`config.mk`:
```
export PLATFORM = sky130hd
export DESIGN_NAME = pc_fetch_flat
export DESIGN_NICKNAME = d
export VERILOG_FILES = /design/src/rtl/pc_fetch_if.sv /design/src/rtl/pc_fetch.sv /design/src/flat_wrapper.sv
export SDC_FILE = /design/constraint.sdc
export NUM_CORES = 1
export LEC_CHECK = 0
export CORE_MARGIN = 3
export CORE_UTILIZATION = 50
export DETAILED_ROUTE_END_ITERATION = 6
export PLACE_DENSITY = 0.95
export SLEW_MARGIN = 20
export SYNTH_ARGS = -nofsm -noshare
export SYNTH_HDL_FRONTEND = slang
export SYNTH_SLANG_ARGS = --single-unit
```
`constraint.sdc`:
```
create_clock -name clk -period 5.87 [get_ports clk]
set_clock_uncertainty 0.1 [all_clocks]
set_input_delay 0.587 -clock clk [delete_from_list [all_inputs] [get_ports clk]]
set_output_delay 0.587 -clock clk [all_outputs]
set_load 0.02 [all_outputs]
```
`src/rtl/pc_fetch_if.sv`:
```
// Fetch-unit bundle: instruction-memory request, decode handoff and redirect inputs.
// Pure wiring, no latency of its own.
// Flow control is imem_req/imem_ack toward memory and instr_valid/dec_ready toward decode.
interface pc_fetch_if;
   logic        imem_req;
   logic [31:0] imem_addr;
   logic        imem_ack;
   logic [31:0] imem_rdata;
   logic        instr_valid;
   logic [31:0] instr;
   logic [31:0] instr_pc;
   logic [31:0] instr_pc_plus4;
   logic        dec_ready;
   logic        branch_taken;
   logic [31:0] branch_target;
   logic        jump;
   logic [31:0] jump_target;
   logic        exc;

   // Fetch unit side
   modport master (
      output imem_req, imem_addr, instr_valid, instr, instr_pc, instr_pc_plus4,
      input  imem_ack, imem_rdata, dec_ready, branch_taken, branch_target,
             jump, jump_target, exc
   );

   // Memory / decode / next-address side
   modport slave (
      input  imem_req, imem_addr, instr_valid, instr, instr_pc, instr_pc_plus4,
      output imem_ack, imem_rdata, dec_ready, branch_taken, branch_target,
             jump, jump_target, exc
   );
endinterface

```
`src/rtl/pc_fetch.sv`:
```
// MIPS instruction-fetch front end: owns the PC, issues one word fetch at a time, holds the word for decode.
// Latency: instr_valid rises the cycle after imem_ack; zero-wait memory with ready decode gives one instr per 2 cycles.
// Backpressure: the held word stays until dec_ready (or a redirect flushes it); no new fetch is issued meanwhile.
module pc_fetch #(
   parameter logic [31:0] RESET_PC   = 32'h0000_0000,
   parameter logic [31:0] EXC_VECTOR = 32'h8000_0180
) (
   input  logic          clk,
   input  logic          rst_n,
   pc_fetch_if.master    bus
);

   typedef enum logic [1:0] {IDLE, FETCH, WAIT_DEC} state_t;

   state_t      r_state;
   logic [31:0] r_pc;
   logic [31:0] r_instr;
   logic [31:0] r_instr_pc;
   logic        r_instr_valid;
   logic        r_redir_pend;
   logic [31:0] r_pend_tgt;

   state_t      w_state_nxt;
   logic [31:0] w_pc_nxt;
   logic [31:0] w_instr_nxt;
   logic [31:0] w_instr_pc_nxt;
   logic        w_instr_valid_nxt;
   logic        w_redir_pend_nxt;
   logic [31:0] w_pend_tgt_nxt;

   logic        w_redir;
   logic [31:0] w_target;
   logic [31:0] w_pc_inc;

   // Sequential increment; the carry out of bit 31 is simply dropped so 0xFFFF_FFFC wraps to 0.
   assign w_pc_inc = r_pc + 32'd4;

   // The request is purely a function of state, so an asynchronous reset withdraws it immediately.
   assign bus.imem_req       = (r_state == FETCH);
   assign bus.imem_addr      = r_pc;
   assign bus.instr_valid    = r_instr_valid;
   assign bus.instr          = r_instr;
   assign bus.instr_pc       = r_instr_pc;
   assign bus.instr_pc_plus4 = r_instr_pc + 32'd4;

   // Redirect target select: exception beats jump beats branch; jump/branch targets are word-aligned.
   always_comb begin
      w_redir = bus.exc | bus.jump | bus.branch_taken;
      if (bus.exc)
         w_target = EXC_VECTOR;
      else if (bus.jump)
         w_target = bus.jump_target & 32'hFFFF_FFFC;
      else
         w_target = bus.branch_target & 32'hFFFF_FFFC;
   end

   // Next-state and datapath updates for the fetch FSM.
   always_comb begin
      w_state_nxt       = r_state;
      w_pc_nxt          = r_pc;
      w_instr_nxt       = r_instr;
      w_instr_pc_nxt    = r_instr_pc;
      w_instr_valid_nxt = r_instr_valid;
      w_redir_pend_nxt  = r_redir_pend;
      w_pend_tgt_nxt    = r_pend_tgt;
      case (r_state)
         IDLE: begin
            w_state_nxt = FETCH;
            if (w_redir)
               w_pc_nxt = w_target;
         end
         FETCH: begin
            if (bus.imem_ack) begin
               // Any ack retires a remembered redirect; a fresh redirect in this cycle wins over it.
               w_redir_pend_nxt = 1'b0;
               if (w_redir) begin
                  w_pc_nxt = w_target;
               end else if (r_redir_pend) begin
                  w_pc_nxt = r_pend_tgt;
               end else begin
                  w_instr_nxt       = bus.imem_rdata;
                  w_instr_pc_nxt    = r_pc;
                  w_instr_valid_nxt = 1'b1;
                  w_pc_nxt          = w_pc_inc;
                  w_state_nxt       = WAIT_DEC;
               end
            end else if (w_redir) begin
               // The outstanding request cannot be withdrawn, so remember where to go once it completes.
               w_redir_pend_nxt = 1'b1;
               w_pend_tgt_nxt   = w_target;
            end
         end
         WAIT_DEC: begin
            if (w_redir) begin
               w_instr_valid_nxt = 1'b0;
               w_pc_nxt          = w_target;
               w_state_nxt       = FETCH;
            end else if (bus.dec_ready) begin
               w_instr_valid_nxt = 1'b0;
               w_state_nxt       = FETCH;
            end
         end
         default: begin
            w_state_nxt = IDLE;
         end
      endcase
   end

   // State and datapath registers with asynchronous active-low reset.
   always_ff @(posedge clk or negedge rst_n) begin
      if (!rst_n) begin
         r_state       <= IDLE;
         r_pc          <= RESET_PC;
         r_instr       <= 32'h0;
         r_instr_pc    <= 32'h0;
         r_instr_valid <= 1'b0;
         r_redir_pend  <= 1'b0;
         r_pend_tgt    <= 32'h0;
      end else begin
         r_state       <= w_state_nxt;
         r_pc          <= w_pc_nxt;
         r_instr       <= w_instr_nxt;
         r_instr_pc    <= w_instr_pc_nxt;
         r_instr_valid <= w_instr_valid_nxt;
         r_redir_pend  <= w_redir_pend_nxt;
         r_pend_tgt    <= w_pend_tgt_nxt;
      end
   end

endmodule
```
`src/flat_wrapper.sv`:
```
// flat-port wrapper written by rule: the top's interface ports become plain ports
module pc_fetch_flat 
#(
   parameter logic [31:0] RESET_PC   = 32'h0000_0000,
   parameter logic [31:0] EXC_VECTOR = 32'h8000_0180
)
  (clk, rst_n, bus_imem_req, bus_imem_addr, bus_instr_valid, bus_instr, bus_instr_pc, bus_instr_pc_plus4, bus_imem_ack, bus_imem_rdata, bus_dec_ready, bus_branch_taken, bus_branch_target, bus_jump, bus_jump_target, bus_exc);
  pc_fetch_if bus_i ();
  input  logic clk;
  input  logic rst_n;
  output wire logic [$bits(bus_i.imem_req)-1:0] bus_imem_req;
  output wire logic [$bits(bus_i.imem_addr)-1:0] bus_imem_addr;
  output wire logic [$bits(bus_i.instr_valid)-1:0] bus_instr_valid;
  output wire logic [$bits(bus_i.instr)-1:0] bus_instr;
  output wire logic [$bits(bus_i.instr_pc)-1:0] bus_instr_pc;
  output wire logic [$bits(bus_i.instr_pc_plus4)-1:0] bus_instr_pc_plus4;
  input wire logic [$bits(bus_i.imem_ack)-1:0] bus_imem_ack;
  input wire logic [$bits(bus_i.imem_rdata)-1:0] bus_imem_rdata;
  input wire logic [$bits(bus_i.dec_ready)-1:0] bus_dec_ready;
  input wire logic [$bits(bus_i.branch_taken)-1:0] bus_branch_taken;
  input wire logic [$bits(bus_i.branch_target)-1:0] bus_branch_target;
  input wire logic [$bits(bus_i.jump)-1:0] bus_jump;
  input wire logic [$bits(bus_i.jump_target)-1:0] bus_jump_target;
  input wire logic [$bits(bus_i.exc)-1:0] bus_exc;
  assign bus_imem_req = bus_i.imem_req;
  assign bus_imem_addr = bus_i.imem_addr;
  assign bus_instr_valid = bus_i.instr_valid;
  assign bus_instr = bus_i.instr;
  assign bus_instr_pc = bus_i.instr_pc;
  assign bus_instr_pc_plus4 = bus_i.instr_pc_plus4;
  assign bus_i.imem_ack = bus_imem_ack;
  assign bus_i.imem_rdata = bus_imem_rdata;
  assign bus_i.dec_ready = bus_dec_ready;
  assign bus_i.branch_taken = bus_branch_taken;
  assign bus_i.branch_target = bus_branch_target;
  assign bus_i.jump = bus_jump;
  assign bus_i.jump_target = bus_jump_target;
  assign bus_i.exc = bus_exc;
  pc_fetch #(.RESET_PC(RESET_PC), .EXC_VECTOR(EXC_VECTOR)) u_core (.clk(clk), .rst_n(rst_n), .bus(bus_i));
endmodule
```
==> results.py <==
metrics = {
    "global_routing": {
        "grt_first_pass_wirelength_um": 34600,
        "grt_pass1_vias": 6540,
        "largest_net_degree_at_the_start_of_global_routing": 79,
        "track_usage_pct": 28.0,
        "gr-total-overflow": 0,
        "initial_antenna_violation_count": 0,
    },
    "sta": {
        "period_needed_ns": 3.54,
        "post-route-period-util_pct": 60.3,
        "final_critical_path_setup_slack_ns": 2.33,
        "setup_viol": 0,
        "maxSlewHeadroom_pct": 29.9,
        "slew_violations": 0,
        "timing.setup.tns_ns": 0,
        "final_report_hold_violation_count": 0,
        "maxClockFrequency_ghz": 0.283,
        "grt_setup_unrepaired": "no",
        "finalHoldWorstSlack_ns": 0.00194,
        "worst_pin_slew_ns": 1.05,
    },
    "worst_setup_path": {
        "r2r_cells": 3,
        "r2r_start": "u_core.r_redir_pend$_DFFE_PN0P_",
        "timing.critical_path.cells": "ha_1, nand3_1, nor3_1, buf_4, nor2b_1, nand3_1, xnor2_1, clkdlybuf4s50_1",
        "timing.rr.end": "u_core.bus.instr[17]$_DFFE_PN0P_",
        "timing.critical_path.slowest_stage_cell": "sky130_fd_sc_hd__clkdlybuf4s50_1",
        "endpoint_kind": "primary output",
        "setup_slack_of_the_worst_register_to_register_path_ns": 2.58,
        "critPathTopFamily": "buffers and inverters",
        "worstPathArrival_ns": 2.85,
        "critical_path_class": "reg -> out",
        "crit_path_frequent_cell": "sky130_fd_sc_hd__nand3_1",
        "critPathLaunchType": "flip-flop",
        "critPathMaxFanout": 7,
        "worstPathRequired_ns": 5.18,
        "critical_path_buf_inv_count": 2,
        "timing.critical_path.slowest_cell_delay_ns": 0.63,
        "worst_setup_path_startpoint": "u_core.bus.instr_pc[2]$_DFFE_PN0P_",
    },
    "synth": {
        "synth.lib_cells_used.distinct": 67,
        "synth_compound_area_share_pct": 10.7,
        "synth_seq_area_share_pct": 45.1,
        "synthXorXnorAreaFrac_pct": 5.76,
        "top_cell_type_s_share_of_synthesized_area_pct": 45.1,
        "yosys.area_share.adder_pct": 0.358,
        "ys_top_cells_by_count": "sky130_fd_sc_hd__dfrtp_1 (126), sky130_fd_sc_hd__nand2_1 (102), sky130_fd_sc_hd__mux2_2 (57)",
        "synth_area_um2": 7000,
        "synth-edff-count": 0,
        "yosys_register_bits": 126,
        "yosysMostFrequentCell": "sky130_fd_sc_hd__dfrtp_1",
        "yosys_warnings": 0,
        "dominantRegCellSynth": "sky130_fd_sc_hd__dfrtp_1",
        "synth.area.top_cells": "sky130_fd_sc_hd__dfrtp_1 (45%), sky130_fd_sc_hd__mux2_2 (9.2%), sky130_fd_sc_hd__nand2_1 (5.5%), sky130_fd_sc_hd__xnor2_1 (5.0%), sky130_fd_sc_hd__mux2i_1 (4.7%)",
        "synth_simple_gate_area_share_pct": 18.4,
        "combinational_family_with_the_most_area_after_synthesis": "simple AND/OR/NAND/NOR gates",
        "syn_inst": 696,
        "yosys-mux-area-fraction_pct": 13.9,
        "synth.largest_area_cell": "sky130_fd_sc_hd__dfrtp_1",
        "postSynth.asyncResetShare_pct": 100,
        "synth_area_per_cell_um2": 10.1,
    },
    "pwr": {
        "power.leakage_nw": 4.09,
        "fin_total_pwr_w": 0.00365,
        "power.net_switching_w": 0.00122,
        "vdd_drop_max_mv": 0.214,
        "power-per-cell-area_nw_per_um2": 371,
        "sw_frac_of_total_pct": 33.3,
        "seq_power_share_pct": 35.1,
        "power_frac_comb_pct": 34.2,
        "internal-power_w": 0.00243,
        "clock_power_share_pct": 30.7,
    },
    "floorplanning": {
        "die_area_um2": 15400,
        "dieHeight_um": 124,
        "core-area_um2": 13500,
        "floorplan.initialDensity_pct": 52.0,
        "number_of_rows_in_the_core_area": 42,
        "die-width_um": 124,
        "top_level_ports": 233,
    },
    "final_layout": {
        "diodes": 0,
        "post_route_cells_drive_above_1_share_pct": 13.1,
        "area.growth.synth_to_final_pct": 40.4,
        "fin_util_pct": 73.0,
        "fin_nets": 1003,
    },
    "clock_network": {
        "holdBufCountCts": 0,
        "clockRootBuffer": "sky130_fd_sc_hd__clkbuf_16",
        "post_cts.resized_instances": 0,
        "post-cts-setup-buffer-count": 0,
        "clk_latency_worst_skew_pair_ns": 0.42,
        "clk_pin_slew_worst_paths_ns": 0.06,
        "ctsHtreeMaxLevel": 4,
        "cts_sinks": 126,
        "inserted_clock_buffers": 17,
        "buffer_levels_on_the_longest_clock_path": 2,
        "tritoncts": "done",
    },
    "route": {
        "postRouteAntennaNets": 0,
        "dr_total_vias": 6508,
        "dr.first_iter.drc_count": 997,
        "drt_first_pass_iters": 7,
        "post-route-drc-count": 12,
        "routed_via_density": 5.99,
        "detail_route.wl_per_cell_um": 19.9,
        "drt-total-wl_um": 21600,
    },
    "outcome": {
        "run_status": "finished, violations left",
        "violations_in_the_final_reports": "design-rule violations",
    },
    "placed_design": {
        "detailed_place_hpwl_um": 15000,
        "routabilityCongestion": 0.881,
        "port_buffers": 222,
        "place_worst_setup_slack_ns": 2.29,
    },
    "flow_run": {
        "cap_violations": 0,
    },
    "min_path": {
        "hold_crit_path_type": "in -> async",
    },
}
-- flip-flops by register name (all words and copies together) (netlist names) --
signal,cells
u_core.bus.instr_pc,30
u_core.r_redir_pend,1
u_core.r_pend_tgt,30
u_core.bus.imem_addr,30
u_core.r_state,2
u_core.bus.instr,32
u_core.bus.instr_valid,1
-- placed cells by master (no fill, tap or decap), types with 4 or more instances in the layout --
cell type / instances
sky130_fd_sc_hd__conb_1: 6
sky130_fd_sc_hd__clkdlybuf4s50_1: 220
sky130_fd_sc_hd__o31ai_1: 6
sky130_fd_sc_hd__or3_1: 5
sky130_fd_sc_hd__or2_2: 4
sky130_fd_sc_hd__a211oi_1: 5
sky130_fd_sc_hd__nand2b_1: 4
sky130_fd_sc_hd__dfrtp_1: 126
sky130_fd_sc_hd__a222oi_1: 4
sky130_fd_sc_hd__nor3_1: 18
sky130_fd_sc_hd__nor2_1: 38
sky130_fd_sc_hd__clkinvlp_4: 4
sky130_fd_sc_hd__inv_1: 15
sky130_fd_sc_hd__nand4_1: 12
sky130_fd_sc_hd__o211ai_1: 9
sky130_fd_sc_hd__a221oi_1: 8
sky130_fd_sc_hd__a21oi_1: 14
sky130_fd_sc_hd__o21ai_0: 37
sky130_fd_sc_hd__nor2b_1: 6
sky130_fd_sc_hd__xnor2_1: 40
sky130_fd_sc_hd__buf_4: 6
sky130_fd_sc_hd__mux2_2: 57
sky130_fd_sc_hd__a22oi_1: 6
sky130_fd_sc_hd__clkbuf_16: 17
sky130_fd_sc_hd__and4_1: 6
sky130_fd_sc_hd__nand2_1: 101
sky130_fd_sc_hd__xor2_1: 6
sky130_fd_sc_hd__nor4_1: 10
sky130_fd_sc_hd__nand3_1: 21
sky130_fd_sc_hd__and3_1: 6
sky130_fd_sc_hd__bufinv_16: 4
sky130_fd_sc_hd__mux2i_1: 33
-- logic make-up after synthesis --
kind of cell | after synthesis
buffers and inverters | 66
DFF | 126
muxes | 90
and+or+nand+nor | 254
xor gates and xnor gates | 46
AOI/OAI and AO/OA | 111
other | 1
adders and majority gates | 2
-- metrics by stage --
stage,instances,instance area (um2)
2_1_floorplan,701,7010
3_3_place_gp,1055,9180
3_5_place_dp,1055,9180
4_1_cts,1087,9820
5_1_grt,1087,9820
6_report,1087,9820
-- worst max path at each step --
stage               cells past startpoint  slack, ns                               end
CTS                                     8       2.32            bus_instr_pc_plus4[24]
detailed placement                      5       2.29  u_core.bus.instr[27]$_DFFE_PN0P_
finish                                  8       2.33            bus_instr_pc_plus4[24]
global route                            6       2.03            bus_instr_pc_plus4[29]
floorplan                               6       3.07            bus_instr_pc_plus4[18]
global placement                        5       2.31  u_core.bus.instr[16]$_DFFE_PN0P_
-- power by group through the flow --
stage | Clock [W] | Combinational, W | Sequential, W
final | 0.00112 | 0.00125 | 0.00128
after detailed placement | 0 | 0.00124 | 0.00129
after global placement | 0 | 0.00121 | 0.00127
after CTS | 0.00113 | 0.00125 | 0.00127
after floorplan | 0 | 0.000451 | 0.00142
after global routing | 0.00118 | 0.00132 | 0.00131
-- final cells by class --
type                    count  area [um2]
fillers                   901        3630
multi-input cells         509        3480
flip-flops and latches    126        3150
repair buffers            229        2270
clock buffers              22         474
well taps                 176         220
clock inverters            10         160
inverters                  15        56.3
-- metal layers --
metal	GRT usage [%]	wire length (um)	up-vias
met5	0	0	-
met4	9.93	620	0
met3	8.36	2250	81
met2	46.7	10500	469
met1	34.5	8220	3073
li1	-	-	2885
Power figures use the tool's default switching activity.
